### src/rtl/ppu_mem_arbiter_pkg.sv
// ppu_pkg: PPU mode and DMA state types, memory window constants and a window helper
package ppu_pkg;
  typedef enum logic [1:0] {H_BLANK, V_BLANK, SCAN, DRAW} PPU_STATES_t;
  typedef enum logic [1:0] {IDLE, START, READ, WRITE} DMA_STATES_t;
  localparam logic [15:0] VRAM_BASE    = 16'h8000;
  localparam logic [15:0] VRAM_END     = 16'h9FFF;
  localparam logic [15:0] OAM_BASE     = 16'hFE00;
  localparam logic [15:0] OAM_END      = 16'hFE9F;
  localparam logic [15:0] IO_BASE      = 16'hFF00;
  localparam logic [15:0] DMA_REG_ADDR = 16'hFF46;
  function automatic logic in_win(input logic [15:0] a, input logic [15:0] lo, input logic [15:0] hi);
    return a >= lo && a <= hi;
  endfunction
endpackage

### src/rtl/ppu_mem_arbiter_if.sv
// ppu_mem_arbiter_if: CPU, PPU and shared memory port signals of the arbiter
interface ppu_mem_arbiter_if;
  logic [15:0] cpu_addr;
  logic        cpu_rd;
  logic        cpu_wr;
  logic [7:0]  cpu_wdata;
  logic [7:0]  cpu_rdata;
  logic        cpu_blocked;
  logic [1:0]  ppu_mode;
  logic        lcd_en;
  logic        ppu_rd;
  logic [15:0] ppu_addr;
  logic [7:0]  ppu_rdata;
  logic [15:0] mem_addr;
  logic        mem_rd;
  logic        mem_wr;
  logic [7:0]  mem_wdata;
  logic [7:0]  mem_rdata;
  logic        dma_active;
  modport master (
    output cpu_addr, cpu_rd, cpu_wr, cpu_wdata, ppu_mode, lcd_en, ppu_rd, ppu_addr, mem_rdata,
    input  cpu_rdata, cpu_blocked, ppu_rdata, mem_addr, mem_rd, mem_wr, mem_wdata, dma_active
  );
  modport slave (
    input  cpu_addr, cpu_rd, cpu_wr, cpu_wdata, ppu_mode, lcd_en, ppu_rd, ppu_addr, mem_rdata,
    output cpu_rdata, cpu_blocked, ppu_rdata, mem_addr, mem_rd, mem_wr, mem_wdata, dma_active
  );
endinterface

### src/rtl/ppu_mem_arbiter_oam_dma.sv
// ppu_oam_dma: OAM DMA engine copying DMA_LEN bytes from {src,00} to FE00, restarted by any FF46 write
module ppu_oam_dma
  import ppu_pkg::*;
#(
  parameter int DMA_LEN     = 160,
  parameter int DMA_STARTUP = 1
) (
  input  logic        clk,
  input  logic        rst,
  input  logic [15:0] cpu_addr,
  input  logic        cpu_wr,
  input  logic [7:0]  cpu_wdata,
  input  logic [7:0]  mem_rdata,
  output logic        dma_active,
  output logic        dma_req,
  output logic [15:0] dma_addr,
  output logic        dma_rd,
  output logic        dma_wr,
  output logic [7:0]  dma_wdata
);
  localparam logic [7:0] LAST      = 8'(DMA_LEN - 1);
  localparam logic [7:0] LAST_WAIT = 8'(DMA_STARTUP - 1);
  DMA_STATES_t state, state_n;
  logic [7:0] idx, src, buf_q, wait_q;
  logic trig;
  assign trig = cpu_wr && cpu_addr == DMA_REG_ADDR;
  // state, index, source (echo RAM folded down) and byte buffer
  always_ff @(posedge clk) begin
    if (rst) begin
      state  <= IDLE;
      idx    <= '0;
      src    <= '0;
      buf_q  <= '0;
      wait_q <= '0;
    end else begin
      state <= state_n;
      if (trig) begin
        src    <= cpu_wdata >= 8'hE0 ? cpu_wdata - 8'h20 : cpu_wdata;
        idx    <= '0;
        wait_q <= '0;
      end else begin
        if (state == START) wait_q <= wait_q + 8'd1;
        if (state == READ) buf_q <= mem_rdata;
        if (state == WRITE) idx <= idx == LAST ? '0 : idx + 8'd1;
      end
    end
  end
  // next state: a trigger always restarts, otherwise alternate READ/WRITE until the last byte
  always_comb begin
    state_n = trig ? START :
              state == START ? (wait_q == LAST_WAIT ? READ : START) :
              state == READ  ? WRITE :
              state == WRITE ? (idx == LAST ? IDLE : READ) : IDLE;
  end
  assign dma_active = state != IDLE;
  assign dma_req    = state == READ || state == WRITE;
  assign dma_rd     = state == READ;
  assign dma_wr     = state == WRITE;
  assign dma_addr   = state == WRITE ? OAM_BASE + {8'h00, idx} : {src, 8'h00} + {8'h00, idx};
  assign dma_wdata  = buf_q;
endmodule

### src/rtl/ppu_mem_arbiter.sv
// ppu_mem_arbiter: shares the memory port between OAM DMA, PPU and CPU; PPU_ARB_CONFLICT_CNT_EN adds conflict_cnt
module ppu_mem_arbiter
  import ppu_pkg::*;
#(
  parameter int DMA_LEN     = 160,
  parameter int DMA_STARTUP = 1
) (
  input logic clk,
  input logic rst,
  ppu_mem_arbiter_if.slave bus
`ifdef PPU_ARB_CONFLICT_CNT_EN
  ,
  output logic [15:0] conflict_cnt
`endif
);
  logic        dma_req, dma_rd, dma_wr;
  logic [15:0] dma_addr;
  logic [7:0]  dma_wdata;
  logic        lcd_draw, lcd_scan, ppu_want, ppu_gnt, cpu_acc, cpu_gnt;
  ppu_oam_dma #(.DMA_LEN(DMA_LEN), .DMA_STARTUP(DMA_STARTUP)) u_dma (
    .clk       (clk),
    .rst       (rst),
    .cpu_addr  (bus.cpu_addr),
    .cpu_wr    (bus.cpu_wr),
    .cpu_wdata (bus.cpu_wdata),
    .mem_rdata (bus.mem_rdata),
    .dma_active(bus.dma_active),
    .dma_req   (dma_req),
    .dma_addr  (dma_addr),
    .dma_rd    (dma_rd),
    .dma_wr    (dma_wr),
    .dma_wdata (dma_wdata)
  );
  assign lcd_draw = bus.lcd_en && bus.ppu_mode == DRAW;
  assign lcd_scan = bus.lcd_en && bus.ppu_mode == SCAN;
  assign ppu_want = bus.ppu_rd && ((lcd_scan && in_win(bus.ppu_addr, OAM_BASE, OAM_END)) ||
                                   (lcd_draw && in_win(bus.ppu_addr, VRAM_BASE, VRAM_END)));
  assign ppu_gnt  = ppu_want && !dma_req;
  assign cpu_acc  = (bus.cpu_rd || bus.cpu_wr) && bus.cpu_addr < IO_BASE;
  assign bus.cpu_blocked = cpu_acc && (bus.dma_active || ppu_want ||
                           (lcd_draw && in_win(bus.cpu_addr, VRAM_BASE, VRAM_END)) ||
                           ((lcd_draw || lcd_scan) && in_win(bus.cpu_addr, OAM_BASE, OAM_END)));
  assign cpu_gnt = cpu_acc && !bus.cpu_blocked;
  assign bus.mem_addr  = dma_req ? dma_addr : ppu_gnt ? bus.ppu_addr : cpu_gnt ? bus.cpu_addr : '0;
  assign bus.mem_rd    = dma_req ? dma_rd : ppu_gnt || (cpu_gnt && !bus.cpu_wr);
  assign bus.mem_wr    = dma_req ? dma_wr : cpu_gnt && bus.cpu_wr;
  assign bus.mem_wdata = dma_req ? dma_wdata : cpu_gnt ? bus.cpu_wdata : '0;
  assign bus.cpu_rdata = cpu_gnt && !bus.cpu_wr ? bus.mem_rdata : 8'hFF;
  assign bus.ppu_rdata = ppu_gnt ? bus.mem_rdata : 8'hFF;
`ifdef PPU_ARB_CONFLICT_CNT_EN
  // saturating count of refused CPU cycles, cleared by a DMA trigger
  always_ff @(posedge clk) begin
    if (rst || (bus.cpu_wr && bus.cpu_addr == DMA_REG_ADDR)) conflict_cnt <= '0;
    else if (bus.cpu_blocked && conflict_cnt != 16'hFFFF) conflict_cnt <= conflict_cnt + 16'd1;
  end
`endif
endmodule

### src/flat_wrapper.sv
// flat-port wrapper written by rule: the top's interface ports become plain ports
module ppu_mem_arbiter_flat import ppu_pkg::*;
#(
  parameter int DMA_LEN     = 160,
  parameter int DMA_STARTUP = 1
)
  (clk, rst, bus_cpu_addr, bus_cpu_rd, bus_cpu_wr, bus_cpu_wdata, bus_ppu_mode, bus_lcd_en, bus_ppu_rd, bus_ppu_addr, bus_mem_rdata, bus_cpu_rdata, bus_cpu_blocked, bus_ppu_rdata, bus_mem_addr, bus_mem_rd, bus_mem_wr, bus_mem_wdata, bus_dma_active);
  ppu_mem_arbiter_if bus_i ();
  input logic clk;
  input logic rst;
  input wire logic [$bits(bus_i.cpu_addr)-1:0] bus_cpu_addr;
  input wire logic [$bits(bus_i.cpu_rd)-1:0] bus_cpu_rd;
  input wire logic [$bits(bus_i.cpu_wr)-1:0] bus_cpu_wr;
  input wire logic [$bits(bus_i.cpu_wdata)-1:0] bus_cpu_wdata;
  input wire logic [$bits(bus_i.ppu_mode)-1:0] bus_ppu_mode;
  input wire logic [$bits(bus_i.lcd_en)-1:0] bus_lcd_en;
  input wire logic [$bits(bus_i.ppu_rd)-1:0] bus_ppu_rd;
  input wire logic [$bits(bus_i.ppu_addr)-1:0] bus_ppu_addr;
  input wire logic [$bits(bus_i.mem_rdata)-1:0] bus_mem_rdata;
  output wire logic [$bits(bus_i.cpu_rdata)-1:0] bus_cpu_rdata;
  output wire logic [$bits(bus_i.cpu_blocked)-1:0] bus_cpu_blocked;
  output wire logic [$bits(bus_i.ppu_rdata)-1:0] bus_ppu_rdata;
  output wire logic [$bits(bus_i.mem_addr)-1:0] bus_mem_addr;
  output wire logic [$bits(bus_i.mem_rd)-1:0] bus_mem_rd;
  output wire logic [$bits(bus_i.mem_wr)-1:0] bus_mem_wr;
  output wire logic [$bits(bus_i.mem_wdata)-1:0] bus_mem_wdata;
  output wire logic [$bits(bus_i.dma_active)-1:0] bus_dma_active;
  assign bus_i.cpu_addr = bus_cpu_addr;
  assign bus_i.cpu_rd = bus_cpu_rd;
  assign bus_i.cpu_wr = bus_cpu_wr;
  assign bus_i.cpu_wdata = bus_cpu_wdata;
  assign bus_i.ppu_mode = bus_ppu_mode;
  assign bus_i.lcd_en = bus_lcd_en;
  assign bus_i.ppu_rd = bus_ppu_rd;
  assign bus_i.ppu_addr = bus_ppu_addr;
  assign bus_i.mem_rdata = bus_mem_rdata;
  assign bus_cpu_rdata = bus_i.cpu_rdata;
  assign bus_cpu_blocked = bus_i.cpu_blocked;
  assign bus_ppu_rdata = bus_i.ppu_rdata;
  assign bus_mem_addr = bus_i.mem_addr;
  assign bus_mem_rd = bus_i.mem_rd;
  assign bus_mem_wr = bus_i.mem_wr;
  assign bus_mem_wdata = bus_i.mem_wdata;
  assign bus_dma_active = bus_i.dma_active;
  ppu_mem_arbiter #(.DMA_LEN(DMA_LEN), .DMA_STARTUP(DMA_STARTUP)) u_core (.clk(clk), .rst(rst), .bus(bus_i));
endmodule
### config.mk
export PLATFORM = sky130hd
export DESIGN_NAME = ppu_mem_arbiter_flat
export DESIGN_NICKNAME = d
export VERILOG_FILES = /design/src/rtl/ppu_mem_arbiter_pkg.sv /design/src/rtl/ppu_mem_arbiter_if.sv /design/src/rtl/ppu_mem_arbiter_oam_dma.sv /design/src/rtl/ppu_mem_arbiter.sv /design/src/flat_wrapper.sv
export SDC_FILE = /design/constraint.sdc
export NUM_CORES = 1
export LEC_CHECK = 0
export CAP_MARGIN = 5
export CELL_PAD_IN_SITES_DETAIL_PLACEMENT = 0
export CELL_PAD_IN_SITES_GLOBAL_PLACEMENT = 1
export CORE_MARGIN = 2
export CORE_UTILIZATION = 31
export DETAILED_ROUTE_END_ITERATION = 10
export PLACE_DENSITY = 0.83
export REMOVE_ABC_BUFFERS = 1
export SLEW_MARGIN = 20
export SYNTH_ARGS = -nofsm -noshare
export SYNTH_HDL_FRONTEND = slang
export SYNTH_SLANG_ARGS = --single-unit
export TNS_END_PERCENT = 10
### constraint.sdc
create_clock -name clk -period 1.9 [get_ports clk]
set_input_delay 0.38 -clock clk [delete_from_list [all_inputs] [get_ports clk]]
set_output_delay 0.38 -clock clk [all_outputs]
set_load 0.01 [all_outputs]
==> flow_summary.ini, run 1 <==
[run_status]
status = finished, violations left
violations = negative setup slack

[final_layout]
seq_area_um2 = 682
multi_input_area_um2 = 1870
final_area_um2 = 4340
layout.cells.non_filler = 588
final.fill_count = 712
syn2layout_area_growth_pct = 74.9
post_route_cells_drive_above_1_share_pct = 37.4
num_antenna_cells = 0
nets = 545
final_util_pct = 56.1

[placed_design]
postPlaceCellArea_um2 = 4130
hpwl_um = 7110
placedCellCount = 572
gp_congestion = 0.825
port_buffers = 99

[route]
first_pass_iters = 4
vias_per_cell = 5.43
wl_per_cell_um = 17.1
drt-initial-drc-count = 247
vias = 3193
drc_errors = 0
ant_nets = 0
finalWirelength_um = 10100

[min_path]
hp-class = register to register

[synth]
synth_enable_flop_cells = 0
yosysWarnings = 0
synthFlopType = dfxtp_1
syn_inst = 317
ys_top_cells_by_area = dfxtp_1 (27%), o21ai_0 (5.2%), a31o_1 (4.9%)
seq_area_frac_synth_pct = 27.4
netlist_area_um2 = 2480
yosys.area.top_type_share_pct = 27.4
ys_seq_elements = 34
synth_largest_area_cell = dfxtp_1
async_flop_share_pct = 0
avgSynthCellArea_um2 = 7.82
synth.distinct_cells = 50

[clock_network]
insertion_delay_ps = 300
cts_tree = yes
numClockSinks = 34
h-tree-depth = 2
numCtsBuffers = 5
cts-root-buf = clkbuf_8
cts_buffer_depth = 2
cts_hold_buf = 0
cts.clk_slew.worst_paths_ps = 80

[critical_path]
required_ps = 1520
critical_path.endpoint_type = output port
cpPeakStageDelay_ps = 330
path_cells = or2_4, a211o_4, a21oi_4, buf_6, buf_6, a31o_1, buf_2
crit_path_start_kind = register
path_delay_family = compound AO/OA/AOI/OAI gates
cpMaxStageDelayCell = dfxtp_2
path_buf_inv = 3
cp_common_cell = buf_6
crit_type = register to output port
arrival_ps = 1930
critPathMaxFanout = 7

[floorplan]
die_w_um = 93.4
initial_core_util_pct = 32.1
dieArea_um2 = 8730
fp.dieH_um = 93.4
row_count = 32
design.core.area_um2 = 7730
io_pins = 100

[power]
p_comb_share_pct = 28.4
powerDensity_nw_per_um2 = 409
switching_share_pct = 29.6
p_leak_nw = 1.76
p_int_mw = 1.25
ir_worst_vdd_uv = 240
pwr-share-seq_pct = 40.1
clkPwrFrac_pct = 31.5
switching_power_mw = 0.525

[sta]
period_share_pct = 122
slew_headroom_pct = 72.1
hold_viol_final = 0
layout_setup_ws_ps = -414
fmax_ghz = 0.432
slew_viol_final = 0
worst_slew_pin_slew_ps = 418
tns_ps = -14120
rsz0062_at_grt = true
setup_viol_count_final = 43
finalCriticalPeriod_ps = 2310
skew_ps = 7.61

[global_route]
grt_pass1_wl_um = 16200
grt_max_degree = 28
antenna_found_initial = 0
grt_remaining_overflow = 0
gr-usage-all-layers_pct = 23.8
grt_pass1_vias = 3215

[flow_run]
drv_cap = 0
## area by class of cell
cell class                      instances  area share, %
Multi-Input combinational cell        247           43.1
Timing Repair Buffer                  180           34.7
Sequential cell                        34           15.7
Tap cell                              102           2.94
Clock buffer                            5           1.59
Inverter                               17           1.47
Clock inverter                          3          0.490
## routing by layer
metal,up-vias,part of all wire [%],track usage (%)
met5,-,0,0
met4,0,2.3,9.31
met3,19,6.5,4.83
met2,115,47,37.7
met1,1542,44,31.6
li1,1517,-,-
## registers in the layout, indices dropped and copies added (netlist names)
name / cells
u_core.u_dma.dma_wdata: 8
u_core.u_dma.idx: 8
u_core.u_dma.src: 8
u_core.u_dma.wait_q: 8
u_core.u_dma.state: 2
## metrics by stage
step	total power [mW]	setup WS [ps]	hold slack, ps
after floorplan	0.867	-614	444
after global placement	1.23	-1060	460
after detailed placement	1.23	-1050	469
after CTS	1.78	-451	481
after global routing	1.85	-483	500
final	1.78	-414	479
## synth_stat cells, drive strengths merged, types with 2 or more instances
master / n
clkbuf: 13
a211o: 2
a21oi: 19
mux2i: 8
o21ai: 26
nor4: 3
nor2b: 3
a32o: 9
nor3: 7
ha: 4
xnor2: 8
nor2: 23
nor4b: 3
or2: 2
o31ai: 6
or3: 18
a31o: 14
buf: 6
nand2b: 18
dfxtp: 34
nand2: 22
and2: 2
inv: 17
xor2: 4
nand4: 7
o41ai: 8
and4bb: 2
nand3: 12
## layout by cell type, fill, tap and decap left out, types with 3 or more instances in the layout
master | synthesis | layout
clkdlybuf4s15_2 | 0 | 3
clkbuf_2 | 0 | 3
buf_4 | 1 | 63
nor4b_1 | 3 | 3
o31ai_1 | 6 | 6
clkdlybuf4s15_1 | 0 | 7
nand2_1 | 22 | 21
dlygate4sd2_1 | 0 | 9
buf_12 | 0 | 5
a21oi_1 | 17 | 13
dfxtp_1 | 34 | 33
a32o_1 | 9 | 8
o41ai_2 | 0 | 8
nor3_1 | 7 | 7
nand3_1 | 12 | 11
buf_6 | 0 | 14
nor2_1 | 23 | 20
or3_1 | 18 | 18
nand2b_1 | 18 | 18
clkbuf_8 | 0 | 5
a31o_1 | 14 | 14
nor2b_1 | 3 | 3
inv_1 | 17 | 17
buf_2 | 5 | 44
mux2i_1 | 8 | 8
xnor2_1 | 8 | 8
clkdlybuf4s50_1 | 0 | 29
o21ai_0 | 26 | 24
nand4_1 | 6 | 6
ha_1 | 4 | 4
xor2_1 | 4 | 4
a21oi_4 | 1 | 4
## worst min-delay path: cells and delay by family (launching register included)
family,cells,cell delay [ps]
flops,1,320
compound gates,2,130
## power groups by stage
stage / clock (mW) / sequential, mW / combinational [mW]
after detailed placement: 0 / 0.729 / 0.501
after global routing: 0.598 / 0.712 / 0.536
final: 0.560 / 0.712 / 0.504
after floorplan: 0 / 0.729 / 0.138
after global placement: 0 / 0.729 / 0.497
after CTS: 0.567 / 0.712 / 0.500
## path summary, 6_finish.rpt
path | start | endpoint | slack (ps) | cells past startpoint
hold / removal | u_core.u_dma.src[0] | u_core.u_dma.src[0] | 480 | 2
setup / recovery | u_core.u_dma.state[0] | bus_mem_addr[2] | -410 | 7
setup reg to reg | u_core.u_dma.idx[3] | u_core.u_dma.idx[5] | 190 | 5
hold reg to reg | u_core.u_dma.src[0] | u_core.u_dma.src[0] | 480 | 2
## kinds of logic (layout without fill, tap and decap cells)
group	count (synthesis)	count (layout)	synth area share (%)
compound gates	94	94	27.7
mux	8	8	3.23
flops	34	34	27.4
xor+xnor	12	12	4.24
buf+inv	36	205	5.85
simple gates	129	129	29.5
fa+ha+maj	4	4	2.02
## repair_timing
action	CTS	global route
resized for setup	265	26
pin swaps	25	18
setup buffers	9	0
gates cloned	4	0
setup endpoints to repair	69	52
No activity file was read; power rests on OpenSTA's default activity.
==> run 2, diff against run 1 <==
- ABC_CLOCK_PERIOD_IN_PS: default -> 1900
- SLEW_MARGIN: 20 -> 40
==> results of run 2 <==
The final DEF is identical to that of run 1; final timing and power are the same.
==> run 3, diff against run 2 <==
- CTS_CLUSTER_SIZE: default -> 25
==> results of run 3 <==
The final DEF is identical to that of run 1; final timing and power are the same.
